[src/rtl/monitorizacion_baterias_n.sv]
// -----------------------------------------------------------------------------
// monitorizacion_baterias_n
// N-battery charge monitor. On every valid strobe the packed charge levels are
// summed and classified into a four-level pack status, each battery gets a
// hysteresis + persistence filtered low-charge warning, and entering the
// critical status latches an alarm that software acknowledges.
//
// Parameters:
//   N_BAT      number of batteries (>=2)
//   ANCHO      bits per charge reading
//   UMBRAL_ADV warning sets when charge < UMBRAL_ADV
//   HIST       warning clears when charge >= UMBRAL_ADV+HIST
//   FILTRO     consecutive qualifying valid samples per change (>=1)
//
// Ports:
//   clk, rst          clock (rising edge), synchronous active-high reset
//   muestra_valida    cargas valid this cycle
//   cargas            packed charges, battery i at [i*ANCHO +: ANCHO]
//   ack_alarma        acknowledge for alarma_critica
//   advertencia       per-battery filtered low-charge warning
//   optimo/aceptable/regular/critico  one-hot pack status
//   suma_total        sum of the last valid sample
//   alarma_critica    latched alarm, set on entry into critico
//   conteo_critico    saturating count of entries into critico
//
// Optional feature macro: MONITOR_CONTEO_CRITICO_EN enables conteo_critico;
// without it the port is tied to zero.
// -----------------------------------------------------------------------------
module monitorizacion_baterias_n #(
    parameter int N_BAT      = 2,
    parameter int ANCHO      = 4,
    parameter int UMBRAL_ADV = 4,
    parameter int HIST       = 2,
    parameter int FILTRO     = 3
) (
    input  logic                              clk,
    input  logic                              rst,
    input  logic                              muestra_valida,
    input  logic [N_BAT*ANCHO-1:0]            cargas,
    input  logic                              ack_alarma,
    output logic [N_BAT-1:0]                  advertencia,
    output logic                              optimo,
    output logic                              aceptable,
    output logic                              regular,
    output logic                              critico,
    output logic [ANCHO+$clog2(N_BAT)-1:0]    suma_total,
    output logic                              alarma_critica,
    output logic [7:0]                        conteo_critico
);

    localparam int SW  = ANCHO + $clog2(N_BAT);
    // Three extra bits hold 3*MAX and 4*S without overflow.
    localparam int CW  = SW + 3;
    localparam int RW  = $clog2(FILTRO + 1);
    localparam int MAX = N_BAT * ((1 << ANCHO) - 1);

    localparam logic [CW-1:0]    MAX1     = CW'(MAX);
    localparam logic [CW-1:0]    MAX2     = CW'(2 * MAX);
    localparam logic [CW-1:0]    MAX3     = CW'(3 * MAX);
    localparam logic [ANCHO+1:0] UMB_SET  = (ANCHO+2)'(UMBRAL_ADV);
    localparam logic [ANCHO+1:0] UMB_CLR  = (ANCHO+2)'(UMBRAL_ADV + HIST);
    localparam logic [RW-1:0]    FILTRO_C = RW'(FILTRO);
    localparam logic [RW-1:0]    UNO      = RW'(1);

    typedef enum logic [1:0] {
        ST_OPTIMO    = 2'd0,
        ST_ACEPTABLE = 2'd1,
        ST_REGULAR   = 2'd2,
        ST_CRITICO   = 2'd3
    } estado_t;

    // Quartile classification of a pack sum against the full-scale MAX.
    function automatic estado_t clasificar(input logic [SW-1:0] s);
        logic [CW-1:0] s4;
        s4 = {1'b0, s, 2'b00};
        if (s4 >= MAX3) begin
            return ST_OPTIMO;
        end else if (s4 >= MAX2) begin
            return ST_ACEPTABLE;
        end else if (s4 >= MAX1) begin
            return ST_REGULAR;
        end else begin
            return ST_CRITICO;
        end
    endfunction

    logic [SW-1:0]  suma_s;
    estado_t        clase_s;
    estado_t        estado_r, estado_s;
    estado_t        cand_r, cand_s;
    logic [RW-1:0]  run_r, run_s, run_inc_s;
    logic [RW-1:0]  cnt_adv_r [N_BAT];
    logic [RW-1:0]  cnt_adv_s [N_BAT];
    logic [N_BAT-1:0] adv_s;
    logic           entrada_crit_s;
    logic           alarma_s;

    // Sum of all battery charges in full width.
    always_comb begin
        suma_s = '0;
        for (int i = 0; i < N_BAT; i++) begin
            suma_s = suma_s + SW'(cargas[i*ANCHO +: ANCHO]);
        end
        clase_s = clasificar(suma_s);
    end

    // Per-battery warning filter: the qualifying condition depends on the
    // current warning, which is what gives the hysteresis band.
    always_comb begin
        adv_s = advertencia;
        for (int i = 0; i < N_BAT; i++) begin
            cnt_adv_s[i] = cnt_adv_r[i];
            if (muestra_valida) begin
                if (advertencia[i] ? ({2'b00, cargas[i*ANCHO +: ANCHO]} >= UMB_CLR)
                                   : ({2'b00, cargas[i*ANCHO +: ANCHO]} <  UMB_SET)) begin
                    if ((cnt_adv_r[i] + UNO) == FILTRO_C) begin
                        adv_s[i]     = ~advertencia[i];
                        cnt_adv_s[i] = '0;
                    end else begin
                        cnt_adv_s[i] = cnt_adv_r[i] + UNO;
                    end
                end else begin
                    cnt_adv_s[i] = '0;
                end
            end else begin
                cnt_adv_s[i] = cnt_adv_r[i];
            end
        end
    end

    // Status FSM next-state: a candidate must persist for FILTRO valid samples.
    always_comb begin
        estado_s  = estado_r;
        cand_s    = cand_r;
        run_s     = run_r;
        run_inc_s = UNO;
        if (muestra_valida) begin
            if (clase_s == estado_r) begin
                run_s = '0;
            end else begin
                cand_s = clase_s;
                if (clase_s == cand_r) begin
                    run_inc_s = run_r + UNO;
                end else begin
                    run_inc_s = UNO;
                end
                if (run_inc_s == FILTRO_C) begin
                    estado_s = clase_s;
                    run_s    = '0;
                end else begin
                    run_s = run_inc_s;
                end
            end
        end else begin
            run_s = run_r;
        end
    end

    // Alarm next value: entry into critico wins over an acknowledge.
    always_comb begin
        entrada_crit_s = (estado_s == ST_CRITICO) && (estado_r != ST_CRITICO);
        alarma_s       = alarma_critica;
        if (entrada_crit_s) begin
            alarma_s = 1'b1;
        end else if (ack_alarma && (estado_r != ST_CRITICO)) begin
            alarma_s = 1'b0;
        end else begin
            alarma_s = alarma_critica;
        end
    end

    // Status FSM state, candidate and run registers.
    always_ff @(posedge clk) begin
        if (rst) begin
            estado_r <= ST_CRITICO;
            cand_r   <= ST_CRITICO;
            run_r    <= '0;
        end else begin
            estado_r <= estado_s;
            cand_r   <= cand_s;
            run_r    <= run_s;
        end
    end

    // Registered outputs and warning filter counters.
    always_ff @(posedge clk) begin
        if (rst) begin
            advertencia    <= '0;
            optimo         <= 1'b0;
            aceptable      <= 1'b0;
            regular        <= 1'b0;
            critico        <= 1'b1;
            suma_total     <= '0;
            alarma_critica <= 1'b0;
            for (int i = 0; i < N_BAT; i++) begin
                cnt_adv_r[i] <= '0;
            end
        end else begin
            advertencia    <= adv_s;
            optimo         <= (estado_s == ST_OPTIMO);
            aceptable      <= (estado_s == ST_ACEPTABLE);
            regular        <= (estado_s == ST_REGULAR);
            critico        <= (estado_s == ST_CRITICO);
            alarma_critica <= alarma_s;
            if (muestra_valida) begin
                suma_total <= suma_s;
            end else begin
                suma_total <= suma_total;
            end
            for (int i = 0; i < N_BAT; i++) begin
                cnt_adv_r[i] <= cnt_adv_s[i];
            end
        end
    end

`ifdef MONITOR_CONTEO_CRITICO_EN
    // Saturating count of transitions into critico.
    always_ff @(posedge clk) begin
        if (rst) begin
            conteo_critico <= 8'd0;
        end else if (entrada_crit_s && (conteo_critico != 8'd255)) begin
            conteo_critico <= conteo_critico + 8'd1;
        end else begin
            conteo_critico <= conteo_critico;
        end
    end
`else
    assign conteo_critico = 8'd0;
`endif

endmodule

[config.mk]
export PLATFORM = sky130hd
export DESIGN_NAME = monitorizacion_baterias_n
export DESIGN_NICKNAME = d
export VERILOG_FILES = /design/src/rtl/monitorizacion_baterias_n.sv
export SDC_FILE = /design/constraint.sdc
export NUM_CORES = 1
export LEC_CHECK = 0
export ABC_AREA = 1
export CORE_MARGIN = 4
export CORE_UTILIZATION = 52
export DETAILED_ROUTE_END_ITERATION = 7
export HOLD_SLACK_MARGIN = 0.08
export PLACE_DENSITY = 0.87
export SLEW_MARGIN = 30
export SYNTH_ARGS = -nofsm -noshare
export SYNTH_HDL_FRONTEND = slang
export SYNTH_SLANG_ARGS = --single-unit
[constraint.sdc]
create_clock -name clk -period 6.5 [get_ports clk]
set_input_delay 1.3 -clock clk [delete_from_list [all_inputs] [get_ports clk]]
set_output_delay 1.3 -clock clk [all_outputs]
set_load 0.05 [all_outputs]
After elaboration in Yosys (flattened, before gate mapping)
Memory sizes are Yosys's and may differ from the RTL's.
Index checks and enable logic that the tools add are counted.
W data, S select, Z words.
Cells by class
  bitwise logic cells: 5
  add/subtract/negate cells: 4
  reduce and logical (&&, ||, !) cells: 7
  eq/ne operators: 9
  multiplexer cells: 26
  $lt $le $gt $ge: 7
Operator list (count)
  $mux W2: 18
  $eq A2 B2 Y1 const B: 5
  $ge A4 B3 Y1 const B: 2
  $lt A4 B3 Y1 const B: 2
  $mux W1: 8
  $ge A7 B5 Y1 const B: 1
  $ge A7 B6 Y1 const B: 1
  $ge A7 B7 Y1 const B: 1
  $add A2 B1 Y2 const B: 3
  $reduce_and A3 Y1: 2
  $add A4 B4 Y5: 1
  $eq A2 B2 Y1: 2
  $not A1 Y1: 3
  $eq A2 B1 Y1 const B: 1
  $logic_and A1 B1 Y1: 2
  $logic_not A2 Y1: 1
  $ne A2 B2 Y1 const B: 1
  $or A1 B1 Y1: 2
  $reduce_and A2 Y1: 1
  $reduce_bool A2 Y1: 1
Storage, ports and cells
  memories: 1
  bits in registers: 18
  input port bits: 12
  memory bits (writable): 4
Memories
  cnt_adv_r: words 2, width 2, read ports 2, clocked after Yosys merged registers in 0, wr ports 2, RTL line 92  | logic [RW-1:0] cnt_adv_r [N_BAT];

Depth between registers and ports, before layout
Gate-level depths: netlist (run 1).
  word-level depth: 16
  depth in mapped cells: 16

Least setup slack after synthesis (run 1)
Ideal clock, no wire load.
  path kind: input to register
  start point: input cargas[0]
  end point: register run_r[0]
  arrival time: 2.970 ns
  data required time: 6.369 ns
  path slack: 3.399 ns
  stages on the path: 11
  cells stage by stage: ha_1 -> fa_1 -> nand2_1 -> nand3b_1 -> nand3_1 -> nand2_1 -> xor2_1 -> o21ai_2 -> inv_2 -> o21ai_1 -> a21oi_2
On the way
  longest elaborated chain between the ends: 12
  elaborated cells on any way between the ends: 15
  those cells by class: add/sub (1); order compare (3); eq/ne (3); mux (8)
Ends and longest elaborated chain
  from (decl): RTL line 39  | input logic [N_BAT*ANCHO-1:0] cargas,
  $add A4 B4 Y5 (*): RTL line 102  | suma_s = suma_s + SW'(cargas[i*ANCHO +: ANCHO]);
  via suma_s[1]: RTL line 87  | logic [SW-1:0] suma_s;
  $ge A7 B5 Y1: RTL line 80  | end else if (s4 >= MAX1) begin
  $mux W1: RTL line 80
  $mux W2: RTL line 78  | end else if (s4 >= MAX2) begin
  $mux W2 (*): RTL line 76  | if (s4 >= MAX3) begin
  $eq A2 B2 Y1: RTL line 142  | if (clase_s == cand_r) begin
  $mux W2: RTL line 142
  $mux W2: RTL line 138  | if (clase_s == estado_r) begin
  $mux W2: RTL line 137  | if (muestra_valida) begin
  $eq A2 B2 Y1: RTL line 147  | if (run_inc_s == FILTRO_C) begin
  $mux W2: RTL line 147
  $mux W2 (*): RTL line 138
  to (signal assigned): RTL line 181  | run_r <= run_s;
  to (decl): RTL line 91  | logic [RW-1:0] run_r, run_s, run_inc_s;
The timed path passes the listed nets; every way through them passes the cells marked *. The select of a mux whose other input is x is not followed.
A chain may end at the register's enable or synchronous reset.

Worst setup path in the final report (run 1)
Ends and elaborated chain as after synthesis.

==> reports/qor.txt, run 1 <==
status - finished, final reports clean
initial drt markers - 28
Post-Place Cell Area - 1500 um2
clk sinks - 22
final hold slack - 0.490 ns
critical path type - in2reg
Post-Syn Instances - 174
Initial Utilization - 0.559
total wire length - 2560 um
Overall Power - 0.313 mW
final design utilization - 0.673
reg2reg start - run_r[1]
Min-Delay Endpoint - alarma_critica
core area - 2280 um2
largest net degree at the start of global routing - 15
Fin. Hold Viols - 0
most frequent cell after synthesis - nand2_1
vias in the first global route - 1,093
Mean Syn Cell Area - 7.31 um2
worst slew pin tran - 0.520 ns
Clock Skews - 0.00652 ns
Worst Path Arrival - 3.57 ns
Netlist cell types - 31
CTS tree - done
H-tree levels - 1
worst min path class - reg2reg
EDFF count, synth - 0
CP Capture Type - register
Period Utilization, post-route - 0.519
YS warnings - 0
RR Endpoint - alarma_critica
#FFs+latches synth - 22
Final setup viols - 0
RD Place Congestion - 0.813
CTS buffer count - 3
Port-buffer cells - 23
final slew viol count - 0
Leakage - 0.700 nW
clock slew at reported path FFs - 0.12 ns
Worst IR Drop VDD - 0.172 mV
Tot GR Track Use - 0.166
pre-CTS setup slack - 2.81 ns
ys async rst share - 0
WL per Instance - 11.3 um
Avg Vias per Cell - 5.03
# resized after CTS - 0
first-pass GRT wire length - 4460 um
Hold-fix buffers, CTS - 0
post-route ant nets - 0
clock buffer depth - 2
total of max-cap violations - 0
RSZ-0062 raised after global routing - no
ranking of synthesized cells by area - dfxtp_1 35%, nand2_1 8.3%, inv_1 6.2%
Clk Latency, worst-skew pair - 0.30 ns
PwrDens - 204 nW/um2
DR vias - 1,137
hold_sp - alarma_critica
final worst slack - 3.12 ns
setup TNS - 0 ns
drt pass-1 iters - 4
Die W - 57.5 um
initial antenna violation count - 0
Seq/Total Area, Yosys - 0.346
DRC - 0
hold path depth - 2
Worst Path Required - 6.69 ns
grt ovf - 0
Layout Nets - 216
diodes inserted - 0
Top FF cell, synth - dfxtp_1
synth cell count leaders - 28 x nand2_1, 22 x dfxtp_1, 21 x inv_1, 14 x a21oi_1, 13 x nand3_1
CP max FO - 4
register-to-register setup slack - 5.27 ns
Area Overhead vs Synth - 20.5%
height of the die - 57.5 um
post-synth top area share - 0.346
Final Critical Period - 3.38 ns
critical path startpoint category - input port
die footprint - 3300 um2
hpwl dp - 2050 um
Worst Reg2Reg Path Length in Cells - 6
# rows - 17
Peak Freq - 296 MHz
Post-Layout Cell Count - 226
relative slew slack - 0.652
Post-Synthesis Cell Area - 1270 um2
clk root buf - clkbuf_4
placed cell count - 222
num ports - 32
share of layout cells above drive strength 1 - 0.141
setup bufs post-CTS - 0
Yosys top cell by area - dfxtp_1
Finished Cell Area - 1530 um2
## flip-flops by register name, indices dropped and copies added (netlist names), 2 cells and up
signal and count:
advertencia 2, estado_r 2, cnt_adv_r 4, run_r 2
cand_r 2, suma_total 5
## cell type report
type	instances	area (um2)
fill	200	743
multi-input combinational	122	688
sequential	22	440
timing repair buffer	23	230
inverter	27	103
clock buffer	4	36.3
tap	28	35.0
## routing by layer
metal,vias to the layer above,share of wire,global-route usage
li1,598,-,-
met1,516,0.45,0.191
met2,21,0.50,0.305
met3,2,0.044,0.0475
met4,0,0.0063,0.0298
met5,-,0,0
## worst max-delay path by stage
stage / startpoint / end / slack [ns] / cells after the start
after detailed placement: cargas[0] / run_r[0] / 2.81 / 12
after global routing: cargas[0] / run_r[0] / 2.97 / 12
after floorplan: cargas[0] / run_r[0] / 3.40 / 11
final: cargas[0] / run_r[0] / 3.12 / 12
after CTS: cargas[0] / run_r[0] / 3.14 / 12
after global placement: cargas[0] / run_r[0] / 2.92 / 12
## placed cells by master (no fill, tap or decap), types with 5 or more instances in the layout
cell type / n
o21ai_0: 5
nor2_1: 11
nand2_1: 28
a21oi_1: 14
inv_1: 21
nand2_2: 8
dfxtp_1: 22
clkdlybuf4s50_1: 23
conb_1: 8
nand3_1: 13
## report_power, final
part / switching (mW) / internal [mW] / leakage, nW
Clock: 0.0390 / 0.0342 / 0.0210
Combinational: 0.0630 / 0.0312 / 0.499
Sequential: 0.00458 / 0.141 / 0.180
Total: 0.107 / 0.207 / 0.700
## worst max-delay path: stages
cell and delay (ns):
clkdlybuf4s50_1 0.41, ha_1 0.24, fa_1 0.52, nand2_1 0.11
nand3b_1 0.19, nand3_1 0.11, nand2_1 0.10, xor2_1 0.17
o21ai_2 0.18, inv_2 0.07, o21ai_1 0.11, a21oi_2 0.07
## cell families after synthesis
kind of cell             count (synthesis)  share of synthesized area
AO/OA/AOI/OAI                           31                      0.148
XOR/XNOR                                 2                     0.0138
adder cells (fa/ha/maj)                  5                     0.0551
buffers and inverters                   37                      0.134
flip-flops                              22                      0.346
other                                    1                    0.00295
AND/OR/NAND/NOR                         76                      0.300
No activity file was read; power rests on OpenSTA's default activity.
==> inputs of run 2 (changes only) <==
CORE_UTILIZATION = 43   (was 52)
PLACE_DENSITY = 0.77   (was 0.87)
clock period = 2.8 ns   (was 6.5 ns; I/O delays follow)
==> run 2 against run 1 <==
Compared with the run above:
- total power is 140% higher
- critical endpoint unchanged
- sequential power up 130%
- global-route usage shrank 2.6 points
- die area up 18%
- combinational power grew 140%
- non-clock buffer count is 7 higher
- final area rose by 3.7%
- critical path depth did not move
- clock power rose by 130%
- highest routed layer unchanged
- sequential share of layout area shrank 1.0 points
- register-to-register slack worse by 3.7 ns
- first-iteration DRC count is 3.6% lower
==> reports/qor.txt, run 2 (same netlist as run 1, synthesis figures left out) <==
core area - 2780 um2
post-route ant nets - 0
clock buffer depth - 2
height of the die - 62.4 um
Worst Path Arrival - 2.83 ns
Finished Cell Area - 1590 um2
worst min path class - reg2reg
Layout Nets - 223
CTS buffer count - 3
share of layout cells above drive strength 1 - 0.171
H-tree levels - 1
Fin. Hold Viols - 0
largest net degree at the start of global routing - 14
drt pass-1 iters - 4
clk sinks - 22
Die W - 62.4 um
top flop regs - suma_total: 5 flops, cnt_adv_r: 4 flops
CP max FO - 4
first-pass GRT wire length - 4570 um
num ports - 32
critical path type - in2reg
Tot GR Track Use - 0.141
Clock Skews - 0.00421 ns
commonest cells after routing, fill and taps aside - 28 x nand2_1, 23 x clkdlybuf4s50_1, 22 x dfxtp_1
most common cell after layout, fill and taps aside - nand2_1
setup TNS - 0 ns
worst slew pin tran - 0.507 ns
Peak Freq - 381 MHz
status - finished, final reports clean
total wire length - 2660 um
Post-Place Cell Area - 1550 um2
final design utilization - 0.571
Worst IR Drop VDD - 0.447 mV
relative slew slack - 0.661
Clk Latency, worst-skew pair - 0.30 ns
Avg Vias per Cell - 4.92
DR vias - 1,160
grt ovf - 0
hpwl dp - 2100 um
Hold-fix buffers, CTS - 0
total of max-cap violations - 0
CP Capture Type - register
setup bufs post-CTS - 0
RSZ-0062 raised after global routing - no
Period Utilization, post-route - 0.937
Final setup viols - 0
vias in the first global route - 1,054
Largest register FFs - 5
initial drt markers - 27
clk root buf - clkbuf_4
diodes inserted - 0
Final Critical Period - 2.62 ns
Largest Register - suma_total
# resized after CTS - 0
initial antenna violation count - 0
WL per Instance - 11.3 um
clock slew at reported path FFs - 0.12 ns
RD Place Congestion - 0.798
Leakage - 0.734 nW
CTS tree - done
critical path startpoint category - input port
die footprint - 3890 um2
DRC - 0
final slew viol count - 0
PwrDens - 464 nW/um2
Worst Path Required - 3.00 ns
Port-buffer cells - 23
Area Overhead vs Synth - 24.9%
# rows - 19
Initial Utilization - 0.457
run 2: changes by cell type in the layout (fill, tap and decap cells not counted), sizes merged:
cell | before | now
buf | 0 | 7
run 2: final timing paths:
path	start	cells after the start	endpoint	slack, ns
worst min-delay path	cnt_adv_r[0][3]	2	cnt_adv_r[0][3]	0.47
worst min register to register	cnt_adv_r[0][3]	2	cnt_adv_r[0][3]	0.47
worst max-delay path	cargas[4]	12	run_r[0]	0.18
worst max register to register	advertencia[1]	8	cnt_adv_r[0][2]	1.58
run 2: worst max-delay path, cell delays in order:
cell and delay [ns]:
clkdlybuf4s50_1 0.43, ha_1 0.22, fa_1 0.51, nand2_1 0.11, nand3b_1 0.20, nand3_1 0.12, nand2_1 0.10, xor2_1 0.16
o21ai_2 0.17, inv_2 0.07, o21ai_1 0.10, a21oi_2 0.07
run 2: layout make-up:
type / count / area, um2
Tap cell: 31 / 38.8
Fill cell: 271 / 1190
Multi-Input combinational cell: 122 / 688
Timing Repair Buffer: 30 / 283
Sequential cell: 22 / 440
Clock buffer: 4 / 36.3
Inverter: 27 / 103
run 2: report_power, final:
group / internal [mW] / switching [mW] / total, mW
sequential: 0.328 / 0.0103 / 0.338
clock: 0.0793 / 0.0895 / 0.169
combinational: 0.0818 / 0.149 / 0.231
run 2: stage by stage:
stage | setup WS [ns] | hold WS (ns) | total power [mW] | std cells
after detailed placement | -0.133 | 0.456 | 0.575 | 232
after CTS | 0.193 | 0.474 | 0.749 | 236
after global placement | -0.0472 | 0.454 | 0.570 | 232
after global routing | 0.0138 | 0.522 | 0.783 | 236
final | 0.175 | 0.471 | 0.738 | 236
after floorplan | 0.439 | 0.445 | 0.516 | 181
run 2: per-layer routing:
metal,share of wire,global-route usage,vias to the layer above
met3,0.053,0.0378,2
li1,-,-,613
met2,0.49,0.244,27
met5,0,0,-
met4,0.0056,0.0239,0
met1,0.45,0.176,518
==> inputs of run 3 (changes only) <==
CAP_MARGIN = 30   (was not set)
==> results of run 3 <==
No change in the layout: final DEF, timing and power equal those of run 2.
